**config.mk**
```make
export PLATFORM = sky130hd
export DESIGN_NAME = rv32_decode_stage
export DESIGN_NICKNAME = d
export VERILOG_FILES = /design/src/rtl/rv32_decode_stage_pkg.sv /design/src/rtl/rv32_decode_stage_alu_decoder.sv /design/src/rtl/rv32_decode_stage.sv
export SDC_FILE = /design/constraint.sdc
export NUM_CORES = 1
export LEC_CHECK = 0
export ABC_AREA = 1
export ABC_CLOCK_PERIOD_IN_PS = 1900
export CAP_MARGIN = 40
export CELL_PAD_IN_SITES_DETAIL_PLACEMENT = 1
export CELL_PAD_IN_SITES_GLOBAL_PLACEMENT = 2
export CORE_MARGIN = 2
export CORE_UTILIZATION = 29
export CTS_CLUSTER_DIAMETER = 60
export DETAILED_ROUTE_END_ITERATION = 12
export PLACE_DENSITY_LB_ADDON = 0.3
export SETUP_SLACK_MARGIN = 0.3
export SYNTH_ARGS = -nofsm -noshare
export SYNTH_HDL_FRONTEND = slang
export SYNTH_SLANG_ARGS = --single-unit
```
**constraint.sdc**
```tcl
create_clock -name clk -period 1.9 [get_ports clk]
set_input_delay 0.38 -clock clk [delete_from_list [all_inputs] [get_ports clk]]
set_output_delay 0.38 -clock clk [all_outputs]
set_load 0.01 [all_outputs]
```
**src/rtl/rv32_decode_stage_pkg.sv**
```systemverilog
// Shared opcode, funct7 and ALU control codes for the RV32 ID stage.
// Also holds the decoded control bundle and the pipeline beat layout.
package rv32_decode_stage_pkg;

   localparam logic [6:0] OPC_OP       = 7'b0110011;
   localparam logic [6:0] OPC_OP_IMM   = 7'b0010011;
   localparam logic [6:0] OPC_LUI      = 7'b0110111;
   localparam logic [6:0] OPC_AUIPC    = 7'b0010111;
   localparam logic [6:0] OPC_LOAD     = 7'b0000011;
   localparam logic [6:0] OPC_STORE    = 7'b0100011;
   localparam logic [6:0] OPC_BRANCH   = 7'b1100011;
   localparam logic [6:0] OPC_JAL      = 7'b1101111;
   localparam logic [6:0] OPC_JALR     = 7'b1100111;
   localparam logic [6:0] OPC_SYSTEM   = 7'b1110011;
   localparam logic [6:0] OPC_MISC_MEM = 7'b0001111;

   localparam logic [6:0] F7_BASE = 7'b0000000;
   localparam logic [6:0] F7_ALT  = 7'b0100000;

   localparam logic [4:0] ALU_ADD  = 5'd0;
   localparam logic [4:0] ALU_SUB  = 5'd1;
   localparam logic [4:0] ALU_SLL  = 5'd2;
   localparam logic [4:0] ALU_SLT  = 5'd3;
   localparam logic [4:0] ALU_SLTU = 5'd4;
   localparam logic [4:0] ALU_XOR  = 5'd5;
   localparam logic [4:0] ALU_SRL  = 5'd6;
   localparam logic [4:0] ALU_SRA  = 5'd7;
   localparam logic [4:0] ALU_OR   = 5'd8;
   localparam logic [4:0] ALU_AND  = 5'd9;

   localparam logic [1:0] ALU_MUX_R     = 2'd0;
   localparam logic [1:0] ALU_MUX_I     = 2'd1;
   localparam logic [1:0] ALU_MUX_AUIPC = 2'd2;
   localparam logic [1:0] ALU_MUX_LUI   = 2'd3;

   typedef struct packed {
      logic [4:0]  alu_op;
      logic [1:0]  mode;
      logic [31:0] imm;
      logic [4:0]  rs1;
      logic [4:0]  rs2;
      logic [4:0]  rd;
      logic        reg_write;
      logic        non_alu;
      logic        illegal;
   } ctrl_t;

   typedef struct packed {
      logic [31:0] pc;
      ctrl_t       ctrl;
   } beat_t;

   // alt selects SUB/SRA on the funct3 slots that have an alternate encoding
   function automatic logic [4:0] f3_to_alu(input logic [2:0] f3, input logic alt);
      logic [4:0] op;
      case (f3)
         3'b000:  op = alt ? ALU_SUB : ALU_ADD;
         3'b001:  op = ALU_SLL;
         3'b010:  op = ALU_SLT;
         3'b011:  op = ALU_SLTU;
         3'b100:  op = ALU_XOR;
         3'b101:  op = alt ? ALU_SRA : ALU_SRL;
         3'b110:  op = ALU_OR;
         default: op = ALU_AND;
      endcase
      return op;
   endfunction

endpackage

```
**src/rtl/rv32_decode_stage_alu_decoder.sv**
```systemverilog
// Combinational RV32I ALU-class decoder: raw instruction to EX control bundle.
// Zero latency; no flow control of its own.
module rv32_alu_decoder
   import rv32_decode_stage_pkg::*;
(
   input  logic [31:0] instr,
   output ctrl_t       ctrl
);

   logic [6:0]  opcode;
   logic [6:0]  f7;
   logic [2:0]  f3;
   logic        alu_class;
   logic        non_alu;
   logic [4:0]  op;
   logic [1:0]  mode;
   logic [31:0] imm;
   logic [4:0]  rs1;

   assign opcode = instr[6:0];
   assign f3     = instr[14:12];
   assign f7     = instr[31:25];

   always_comb begin
      alu_class = 1'b0;
      non_alu   = 1'b0;
      op        = ALU_ADD;
      mode      = ALU_MUX_I;
      imm       = 32'd0;
      rs1       = instr[19:15];
      case (opcode)
         OPC_OP: begin
            mode      = ALU_MUX_R;
            op        = f3_to_alu(f3, f7[5]);
            alu_class = (f7 == F7_BASE) ||
                        ((f7 == F7_ALT) && ((f3 == 3'b000) || (f3 == 3'b101)));
         end
         OPC_OP_IMM: begin
            op        = f3_to_alu(f3, 1'b0);
            imm       = {{20{instr[31]}}, instr[31:20]};
            alu_class = 1'b1;
            // shifts reuse the upper immediate bits as funct7
            if (f3 == 3'b001) begin
               imm       = {27'd0, instr[24:20]};
               alu_class = (f7 == F7_BASE);
            end else if (f3 == 3'b101) begin
               imm       = {27'd0, instr[24:20]};
               op        = f3_to_alu(f3, f7 == F7_ALT);
               alu_class = (f7 == F7_BASE) || (f7 == F7_ALT);
            end
         end
         OPC_LUI: begin
            rs1       = 5'd0;
            imm       = {instr[31:12], 12'd0};
            alu_class = 1'b1;
         end
         OPC_AUIPC: begin
            mode      = ALU_MUX_AUIPC;
            imm       = {instr[31:12], 12'd0};
            alu_class = 1'b1;
         end
         OPC_LOAD, OPC_STORE, OPC_BRANCH, OPC_JAL,
         OPC_JALR, OPC_SYSTEM, OPC_MISC_MEM: non_alu = 1'b1;
         default: ;
      endcase

      ctrl           = '0;
      ctrl.alu_op    = alu_class ? op : ALU_ADD;
      ctrl.mode      = alu_class ? mode : ALU_MUX_I;
      ctrl.imm       = alu_class ? imm : 32'd0;
      ctrl.rs1       = rs1;
      ctrl.rs2       = instr[24:20];
      ctrl.rd        = instr[11:7];
      ctrl.reg_write = alu_class && (instr[11:7] != 5'd0);
      ctrl.non_alu   = non_alu;
      ctrl.illegal   = !alu_class && !non_alu;
   end

endmodule

```
**src/rtl/rv32_decode_stage.sv**
```systemverilog
// RV32 ID stage: decode ahead of a registered valid/ready boundary to EX, 1-cycle latency.
// Optional 2-entry skid keeps if_ready_out registered; flush drops everything held.
module rv32_decode_stage
   import rv32_decode_stage_pkg::*;
#(
   parameter int SKID_EN = 1
) (
   input  logic        clk,
   input  logic        rst,
   input  logic        flush_in,
   input  logic        if_valid_in,
   output logic        if_ready_out,
   input  logic [31:0] instr_in,
   input  logic [31:0] pc_in,
   output logic        ex_valid_out,
   input  logic        ex_ready_in,
   output logic [31:0] pc_ex_out,
   output logic [4:0]  alu_op_out,
   output logic [1:0]  alu_mode_select_out,
   output logic [31:0] imm_data_out,
   output logic [4:0]  rs1_addr_out,
   output logic [4:0]  rs2_addr_out,
   output logic [4:0]  rd_addr_out,
   output logic        reg_write_out,
   output logic        non_alu_out,
   output logic        illegal_instr_out
);

   localparam logic [1:0] ST_EMPTY = 2'd0;
   localparam logic [1:0] ST_ONE   = 2'd1;
   localparam logic [1:0] ST_TWO   = 2'd2;

   ctrl_t      dec;
   beat_t      in_beat;
   beat_t      main_q;
   beat_t      skid_q;
   logic [1:0] state;
   logic [1:0] state_nxt;
   logic       rdy_q;
   logic       accept;
   logic       pop;

   rv32_alu_decoder u_dec (
      .instr (instr_in),
      .ctrl  (dec)
   );

   assign in_beat      = {pc_in, dec};
   assign ex_valid_out = (state != ST_EMPTY);
   assign pop          = ex_valid_out && ex_ready_in;
   assign accept       = if_valid_in && if_ready_out;

   // rdy_q also keeps ready low while in reset in the single-register variant
   generate
      if (SKID_EN != 0) begin : g_skid
         assign if_ready_out = rdy_q;
      end else begin : g_noskid
         assign if_ready_out = rdy_q && (!ex_valid_out || ex_ready_in);
      end
   endgenerate

   always_comb begin
      state_nxt = state;
      case (state)
         ST_EMPTY: if (accept) state_nxt = ST_ONE;
         ST_ONE: begin
            if (accept && !pop)      state_nxt = ST_TWO;
            else if (!accept && pop) state_nxt = ST_EMPTY;
         end
         ST_TWO:   if (pop) state_nxt = ST_ONE;
         default:  state_nxt = ST_EMPTY;
      endcase
   end

   always_ff @(posedge clk) begin
      if (rst) begin
         state  <= ST_EMPTY;
         rdy_q  <= 1'b0;
         main_q <= '0;
         skid_q <= '0;
      end else if (flush_in) begin
         state <= ST_EMPTY;
         rdy_q <= 1'b1;
      end else begin
         state <= state_nxt;
         rdy_q <= (SKID_EN == 0) || (state_nxt != ST_TWO);
         if (accept && ((state == ST_EMPTY) || pop))
            main_q <= in_beat;
         else if ((state == ST_TWO) && pop)
            main_q <= skid_q;
         if (accept && (state == ST_ONE) && !pop)
            skid_q <= in_beat;
      end
   end

   assign pc_ex_out           = main_q.pc;
   assign alu_op_out          = main_q.ctrl.alu_op;
   assign alu_mode_select_out = main_q.ctrl.mode;
   assign imm_data_out        = main_q.ctrl.imm;
   assign rs1_addr_out        = main_q.ctrl.rs1;
   assign rs2_addr_out        = main_q.ctrl.rs2;
   assign rd_addr_out         = main_q.ctrl.rd;
   assign reg_write_out       = main_q.ctrl.reg_write;
   assign non_alu_out         = main_q.ctrl.non_alu;
   assign illegal_instr_out   = main_q.ctrl.illegal;

endmodule
```
# == Yosys cells after proc, flatten, opt, wreduce, memory -nomap -nowiden ==
# Index checks and enable logic that the tools add are counted.
# word_totals
regBits,181
in_bits,69
wordCells,102
# op_classes
n_eq_ne,21
muxes,28
bitwise_logic,1
n_reduce_logical,30
# op_table
op,count
two-way mux 89 bit,2
two-way mux 32 bit,3
case mux 32 bit (2 select lines),1
case mux 5 bit (7 select lines),1
== test 7 x 6 -> 1 bit (second input constant),4
== test 7 bit (second input constant),4
case mux 4 bit (6 select lines),1
two-way mux 5 bit,4
== test 7 x 5 -> 1 bit (second input constant),2
logical AND 1 bit,11
two-way mux 2 bit,5
case mux 5 bit (2 select lines),1
== test 3 bit (second input constant),3
== test 7 x 2 -> 1 bit (second input constant),1
== test 7 x 4 -> 1 bit (second input constant),1
zero test 7 bit,1
two-way mux 1 bit,7
OR reduction 7 bit,1
== test 3 x 2 -> 1 bit (second input constant),2
case mux 2 bit (3 select lines),1
nonzero test 5 bit,1
zero test 1 bit,4
logical OR 1 bit,4
case mux 2 bit (2 select lines),1
other kinds (11),14

# == Logic depth before layout (Yosys ltp) ==
# Gate-level depths: netlist (run 1).
# depth
depth_word,8
ltp_mapped,13
ltp_nobuf,12

# == Hierarchy ==
# Synthesis (run 1) repeated with hierarchy kept, for this count alone.
# hier_totals
cells_unflattened,1598
area_unflattened_um2,9267.6
# modules_own_cells
mod,n_inst,cells_per_inst,area_per_inst_um2
rv32_decode_stage,1,1441,8478.1
rv32_alu_decoder,1,157,789.5

# == Worst setup path after synthesis (run 1) ==
# Ideal clock, no wire load.
# synth_timing
path_type,in2reg
startpoint,input instr_in[6]
endpoint,register skid_q[50] (netlist bit)
arrival_ns,1.413
setup_slack_ns,0.371
stages,11
path_buffers,1
path_cell_list,inv_2 > nand2_2 > nor2_2 > nand3_4 > nor2_8 > nor2_1 > nand3_2 > buf_8 > nand3_1 > o211ai_1 > inv_1
# synth_via
elab_chain_len,4
# synth_lines
element,line,text
from (decl),rv32_decode_stage.sv:13,"input logic [31:0] instr_in,"
== test 7 x 5 -> 1 bit or == test 7 x 6 -> 1 bit (tied branches),rv32_decode_stage_alu_decoder.sv:31,case (opcode)
OR reduction 2 bit (no source line),n/a,
case mux 1 bit (3 select lines),rv32_decode_stage_alu_decoder.sv:31,
two-way mux 2 bit (*),rv32_decode_stage_alu_decoder.sv:69,ctrl.mode = alu_class ? mode : ALU_MUX_I;
to (signal assigned),rv32_decode_stage.sv:92,skid_q <= in_beat;
to (decl),rv32_decode_stage.sv:36,beat_t skid_q;
# Mark *: on every way between the ends. The rest lies on a longest branch, timed or not.
# A chain may end at the register's enable or synchronous reset.

# == Worst setup path after layout (run 1) ==
# layout_timing
startpoint,register state[1]
endpoint,register main_q (netlist bit illegal_instr_out)
# layout_via
elab_chain_len,6
# layout_lines
element,line,text
from (decl),rv32_decode_stage.sv:37,logic [1:0] state;
from (signal assigned),rv32_decode_stage.sv:85,state <= state_nxt;
nonzero test 2 bit,rv32_decode_stage.sv:49,assign ex_valid_out = (state != ST_EMPTY);
logical AND 1 bit,rv32_decode_stage.sv:50,assign pop = ex_valid_out && ex_ready_in;
logical OR 1 bit,rv32_decode_stage.sv:87,if (accept && ((state == ST_EMPTY) || pop))
logical AND 1 bit,rv32_decode_stage.sv:87,
nonzero test 2 bit (no source line),n/a,
AND reduction 2 bit (no source line),n/a,
to (signal assigned),rv32_decode_stage.sv:88,main_q <= in_beat;
to (signal assigned),rv32_decode_stage.sv:90,main_q <= skid_q;
to (decl),rv32_decode_stage.sv:35,beat_t main_q;
# Several ways; a longest one is shown, not always the timed one.

==> results.md, run 1 <==
* CP max stage delay at 0.34 ns
* Met1 Wirelength at 13.85 mm
* Pre-antenna DRT Iters at 4
* Required @ worst endpoint at 2.24 ns
* Nets at 1,290
* Final Max Slew Viols at 0
* Port Buffers at 158
* Per-cell routed wire length at 18.63 um
* Yosys top cell area share at 0.4760
* GRT Util Overall at 0.1969
* Number of max-cap violations at 0
* Status: finished, final reports clean
* Layout area overhead at 58.82%
* Synthesized area at 0.007528 mm^2
* Initial antenna violation count at 1
* Post-synthesis average cell area at 7.714 um^2
* CTS tree: yes
* Internal power at 0.006234 W
* Rows at 58
* Clk_lat worst skew at 0.44 ns
* Cells after Synth at 976
* Hold Crit Class: in -> reg
* Synth cell types at 32
* CP Cell Sequence: nor2_4, nor2_4, nor2_8, inv_4, a21oi_4, buf_12, buf_16, buf_12, clkbuf_16, a21oi_1
* DIE WIDTH at 165.1 um
* Worst-Margin Slew at 0.5047 ns
* Reg2reg path depth at 10
* Total gr overflow at 0
* Layout Utilization at 0.4721
* Die area at 0.02726 mm^2
* Die Span Y at 165.1 um
* Yosys reg bits at 179
* Place WS at -0.3168 ns
* DR WL met2 at 13.92 mm
* Vias per inst at 5.027
* WHS Path Cells at 3
* Clock share of power at 0.407
* Sequential share of the synthesized area at 0.4760
* Final hold viol count at 0
* Placed Cells at 1,467
* Combinational share of power at 0.142
* Num CTS Buffers at 17
* Area leader, netlist: dfxtp_1
* Layout cells sized above 1 at 0.2666
* Final setup margin at 0.2569 ns
* Max Root-Sink Buffers at 2
* CP Launch Type: register
* Worst Path Arrival at 1.98 ns
* Leak pwr at 5.070 nW
* Clk slew on worst S/H paths at 0.08 ns
* Top-Level Pins at 160
* Crit share post-route at 0.8648
* Register area at 0.003588 mm^2
* Root buf cell: clkbuf_16
* Core Region at 0.02533 mm^2
* Final setup vio count at 0
* Final wirelength at 29.15 mm
* First-pass GRT wire length at 41.91 mm
* Final Skew at 0.01279 ns
* WP buf/inv at 5
* Pin count of the biggest net entering global routing at 89
* Switch share at 0.2848
* Power density over the cells at 729.1 mW/mm^2
* Sequential Power Share at 0.450
* Hpwl dp at 17.14 mm
* Vias in the first global route at 7,627
* Filler Cells Inserted at 2,957
* CP Capture Type: register
* Starting Density at 0.2973
* Layout Cells excl Fill at 1,565
* Fmax achieved at 0.6086 GHz
* Worst Path Max Fanout at 8
* CP top delay family: buffers and inverters
* Switch Pwr at 0.002483 W
* RSZ-0062 raised after global routing: true
* Uppermost routed layer: met4
* H-tree depth at 4
* Placer's final routability congestion estimate at 0.7659
* Synth Flop Type: dfxtp_1
* Ys async rst share at 0
* Residual DRC at 0
* WS Path Type: reg -> reg
* Final min period at 1.643 ns
* Routed Antenna Nets at 0
* Multi-input gate area at 0.003745 mm^2
* Worst rel slew slack at 0.6635
* Worst path depth at 10
* Sink Count at 179
* Post-synth EDFFs at 0
* Syn Nets at 1,045
* Routed vias at 7,868
* Met3 WL post-DR at 1.063 mm
* CP max stage cell: dfxtp_2
* Ys Warns at 0
* Setup TNS at 0 ns
* Peak supply drop at 0.0004896 V
* Number of DRC markers in iteration 0 at 396
* Cts hold-fix bufs at 0
* Synth area leaders: dfxtp_1 48%, a21oi_1 9.7%, nand2_1 7.6%, o21ai_0 6.4%, o22ai_1 4.9%
state kept, by name, summed over array words and instances, names as in the netlist, 2 cells and up:
name,flops
skid_q,88
imm_data_out,32
pc_ex_out,32
rd_addr_out,5
rs1_addr_out,5
rs2_addr_out,5
alu_op_out,4
alu_mode_select_out,2
state,2
worst reg2reg max path, stage by stage, from the launching register on:
cell and delay, ns:
dfxtp_2 0.34, nor2_4 0.17, nor2_4 0.07, nor2_8 0.10
inv_4 0.04, a21oi_4 0.18, buf_12 0.16, buf_16 0.17
buf_12 0.14, clkbuf_16 0.13, a21oi_1 0.06
final timing paths:
kind / slack (ns) / start / to
worst max register to register: 0.26 / state[1] / illegal_instr_out
worst min register to register: 0.47 / skid_q[7] / skid_q[7]
worst min-delay path: 0.43 / instr_in[25] / skid_q[23]
worst max-delay path: 0.26 / state[1] / illegal_instr_out
per-stage QoR:
step	hold slack, ns	instance area [um^2]	power, W
6_report	0.4345	11960	0.008717
3_5_place_dp	0.4570	10020	0.005058
3_3_place_gp	0.4520	10020	0.005056
5_1_grt	0.4533	11950	0.009068
4_1_cts	0.4312	11060	0.008619
2_1_floorplan	0.4452	7528	0.004427
cells by family after synthesis:
family / count (synthesis) / share of synthesized area
other: 1 / 0.0004981
AO/OA/AOI/OAI: 396 / 0.2862
buffers and inverters: 137 / 0.08110
AND/OR/NAND/NOR: 263 / 0.1562
flip-flops: 179 / 0.4760
cells in the mapped netlist (10+ instances only):
| cell type | number |
|---|---|
| dfxtp_1 | 179 |
| nand2_1 | 153 |
| a21oi_1 | 146 |
| o21ai_0 | 97 |
| o21ai_1 | 62 |
| o22ai_1 | 59 |
| inv_1 | 51 |
| nor2_1 | 43 |
| clkbuf_1 | 39 |
| nand3_1 | 29 |
| buf_2 | 26 |
| or2_2 | 13 |
| o21bai_1 | 11 |
| nand2_2 | 10 |
| o211ai_1 | 10 |
routing by layer:
| layer | GRT usage | vias to the layer above |
|---|---|---|
| li1 | - | 3855 |
| met1 | 0.2733 | 3837 |
| met2 | 0.3218 | 156 |
| met3 | 0.03322 | 20 |
| met4 | 0.04111 | 0 |
| met5 | 0 | - |
power groups by stage:
stage	clock network, W	registers, W	logic (W)
2_1_floorplan	0	0.00403	0.000393
3_3_place_gp	0	0.00401	0.00105
3_5_place_dp	0	0.00401	0.00105
4_1_cts	0.00362	0.00392	0.00108
5_1_grt	0.00379	0.00394	0.00134
6_report	0.00355	0.00393	0.00124
cells in the final DEF (no fill, tap or decap), types with 49 or more instances in the layout:
cell,n
o22ai_1,59
buf_4,87
o21ai_0,60
a21oi_1,102
dfxtp_1,175
nand2_1,149
clkdlybuf4s50_1,49
dlygate4sd2_1,104
a21oi_2,51
o21ai_1,69
final cells by class:
class / count / area share
diodes: 1 / 0.0002093
clock buffers: 17 / 0.03558
clock inverters: 15 / 0.01350
inverters: 55 / 0.01810
multi-input cells: 660 / 0.3132
flip-flops and latches: 179 / 0.3001
well taps: 330 / 0.03453
repair buffers: 308 / 0.2847
repair_timing:
item / 4_1_cts / 5_1_grt
endpoints found under the setup margin: 212 / 132
pin swaps: 21 / 24
gates resized for setup: 169 / 126
cloned: 8 / 14
setup buffers: 22 / 21
(Power assumes the default switching activity.)
==> run 2: changes to the inputs <==
CORE_MARGIN = 5   (was 2)
==> run 2 against run 1 <==
Critical path type unchanged. Global-route usage decreased by 1.4 points. Worst hold slack got worse by 0.12 ns. Final cell count decreased by 0.89%. Routed wire length decreased by 4.9%. Clock power increased by 2%. Flip-flop and latch count unchanged. Non-clock buffer count decreased by 18. First-iteration DRC count decreased by 8.3%. Highest routed layer unchanged.
==> results.md, run 2 (same netlist as run 1, synthesis figures left out) <==
* Status: finished, final reports clean
* Reg-to-Reg Start: state[0]
* R2r setup slk at 0.29 ns
* Routed Antenna Nets at 0
* Starting Density at 0.2914
* Final Skew at 0.01522 ns
* Worst rel slew slack at 0.6354
* Clk slew on worst S/H paths at 0.07 ns
* Commonest non-fill, non-tap cell in the layout: dfxtp_1
* Biggest register: skid_q
* Total gr overflow at 0
* Vias in the first global route at 7,842
* Pre-antenna DRT Iters at 4
* Num CTS Buffers at 17
* Max Root-Sink Buffers at 2
* CP max stage delay at 0.35 ns
* Leading cell types in the layout, fill and taps excluded: 176 x dfxtp_1, 144 x a21oi_1, 140 x nand2_1, 100 x dlygate4sd2_1, 91 x o21ai_0
* Vias per inst at 4.943
* Final min period at 1.613 ns
* Number of max-cap violations at 0
* CP Capture Type: register
* DR WL met2 at 13.41 mm
* Hold Crit Class: in -> reg
* Diodes inserted at 0
* Port Buffers at 158
* H-tree depth at 4
* Final Max Slew Viols at 0
* Worst Path Arrival at 1.96 ns
* Hold EP: state[0]
* Hold Startpoint: flush_in
* Layout Utilization at 0.4390
* GRT Util Overall at 0.1834
* Rows at 59
* Die area at 0.02928 mm^2
* Die Span Y at 171.1 um
* CP max stage cell: dfxtp_2
* CP Launch Type: register
* Hpwl dp at 17.86 mm
* Per-cell routed wire length at 17.88 um
* First-pass GRT wire length at 42.78 mm
* Crit share post-route at 0.8491
* CTS tree: yes
* Final hold viol count at 0
* DIE WIDTH at 171.1 um
* Worst-Margin Slew at 0.5468 ns
* Root buf cell: clkbuf_16
* Pin count of the biggest net entering global routing at 52
* RSZ-0062 raised after global routing: true
* Reg2reg path depth at 9
* Met1 Wirelength at 12.64 mm
* Final wirelength at 27.73 mm
* Fmax achieved at 0.6199 GHz
* Worst Path Max Fanout at 14
* WS Path Type: reg -> reg
* Final setup vio count at 0
* Power density over the cells at 758.7 mW/mm^2
* Core Region at 0.02584 mm^2
* Worst hold margin at 0.3111 ns
* Max FFs per register at 88
* Clk_lat worst skew at 0.44 ns
* Total Power at 0.008605 W
* Top-Level Pins at 160
* Peak supply drop at 0.0004329 V
* Sink Count at 179
* WHS Path Cells at 3
* Initial antenna violation count at 0
* Layout area overhead at 50.66%
* Residual DRC at 0
* Placer's final routability congestion estimate at 0.8315
* CP Cell Sequence: nor2_4, nor2_4, nor2_8, inv_2, a21oi_4, buf_12, buf_12, o21ai_0, a21oi_1
* Met3 WL post-DR at 1.255 mm
* Required @ worst endpoint at 2.25 ns
* Reg2reg end: imm_data_out[13]
* Routed vias at 7,666
* Leak pwr at 4.957 nW
* Uppermost routed layer: met4
* Nets at 1,272
* Layout cells sized above 1 at 0.2089
* Number of DRC markers in iteration 0 at 363
-- run 2: what timing repair did --
action | 4_1_cts | 5_1_grt
setup buffers | 15 | 14
pin swaps | 29 | 17
hold buffers | 0 | 0
setup endpoints to repair | 192 | 159
gates resized for setup | 148 | 49
cloned | 6 | 5
-- run 2: worst max path at each step --
stage                      from               end  cells past startpoint
floorplan           instr_in[6]        skid_q[50]                     11
global placement    instr_in[3]  imm_data_out[19]                     10
detailed placement  instr_in[1]     alu_op_out[3]                     12
CTS                    state[1]      ex_valid_out                      3
global route           state[0]  imm_data_out[13]                      9
finish                 state[0]  imm_data_out[13]                      9
-- run 2: where the power goes --
part,switching [W],internal (W),leakage (nW)
logic,0.000557,0.000507,3.21
clock network,0.00172,0.00191,0.293
registers,0.0000572,0.00385,1.45
-- run 2: critical path, delay by kind of cell (launching register included) --
family,cells,cell delay [ns]
compound gates,3,0.43
flops,1,0.35
simple gates,3,0.32
buf+inv,3,0.42
-- run 2: per-layer routing --
layer	GRT usage	up-vias
met2	0.3040	135
li1	-	3822
met5	0	-
met4	0.04375	0
met1	0.2446	3682
met3	0.04020	27
-- run 2: area by class of cell --
cell class	instances	area [um^2]
well taps	335	419.2
fillers	3091	14500
inverters	55	226.5
flip-flops and latches	179	3590
clock buffers	18	439.2
multi-input cells	660	3520
repair buffers	290	2992
clock inverters	14	156.4
-- run 2: metrics by stage --
step	setup slack, ns	instances	instance area (um^2)	TNS (ns)
2_1_floorplan	0.3706	976	7528	0
3_3_place_gp	-0.2957	1479	10080	-21.39
3_5_place_dp	-0.3015	1479	10080	-29.09
4_1_cts	0.2379	1532	11000	0
5_1_grt	0.2211	1551	11340	0
6_report	0.2868	1551	11340	0
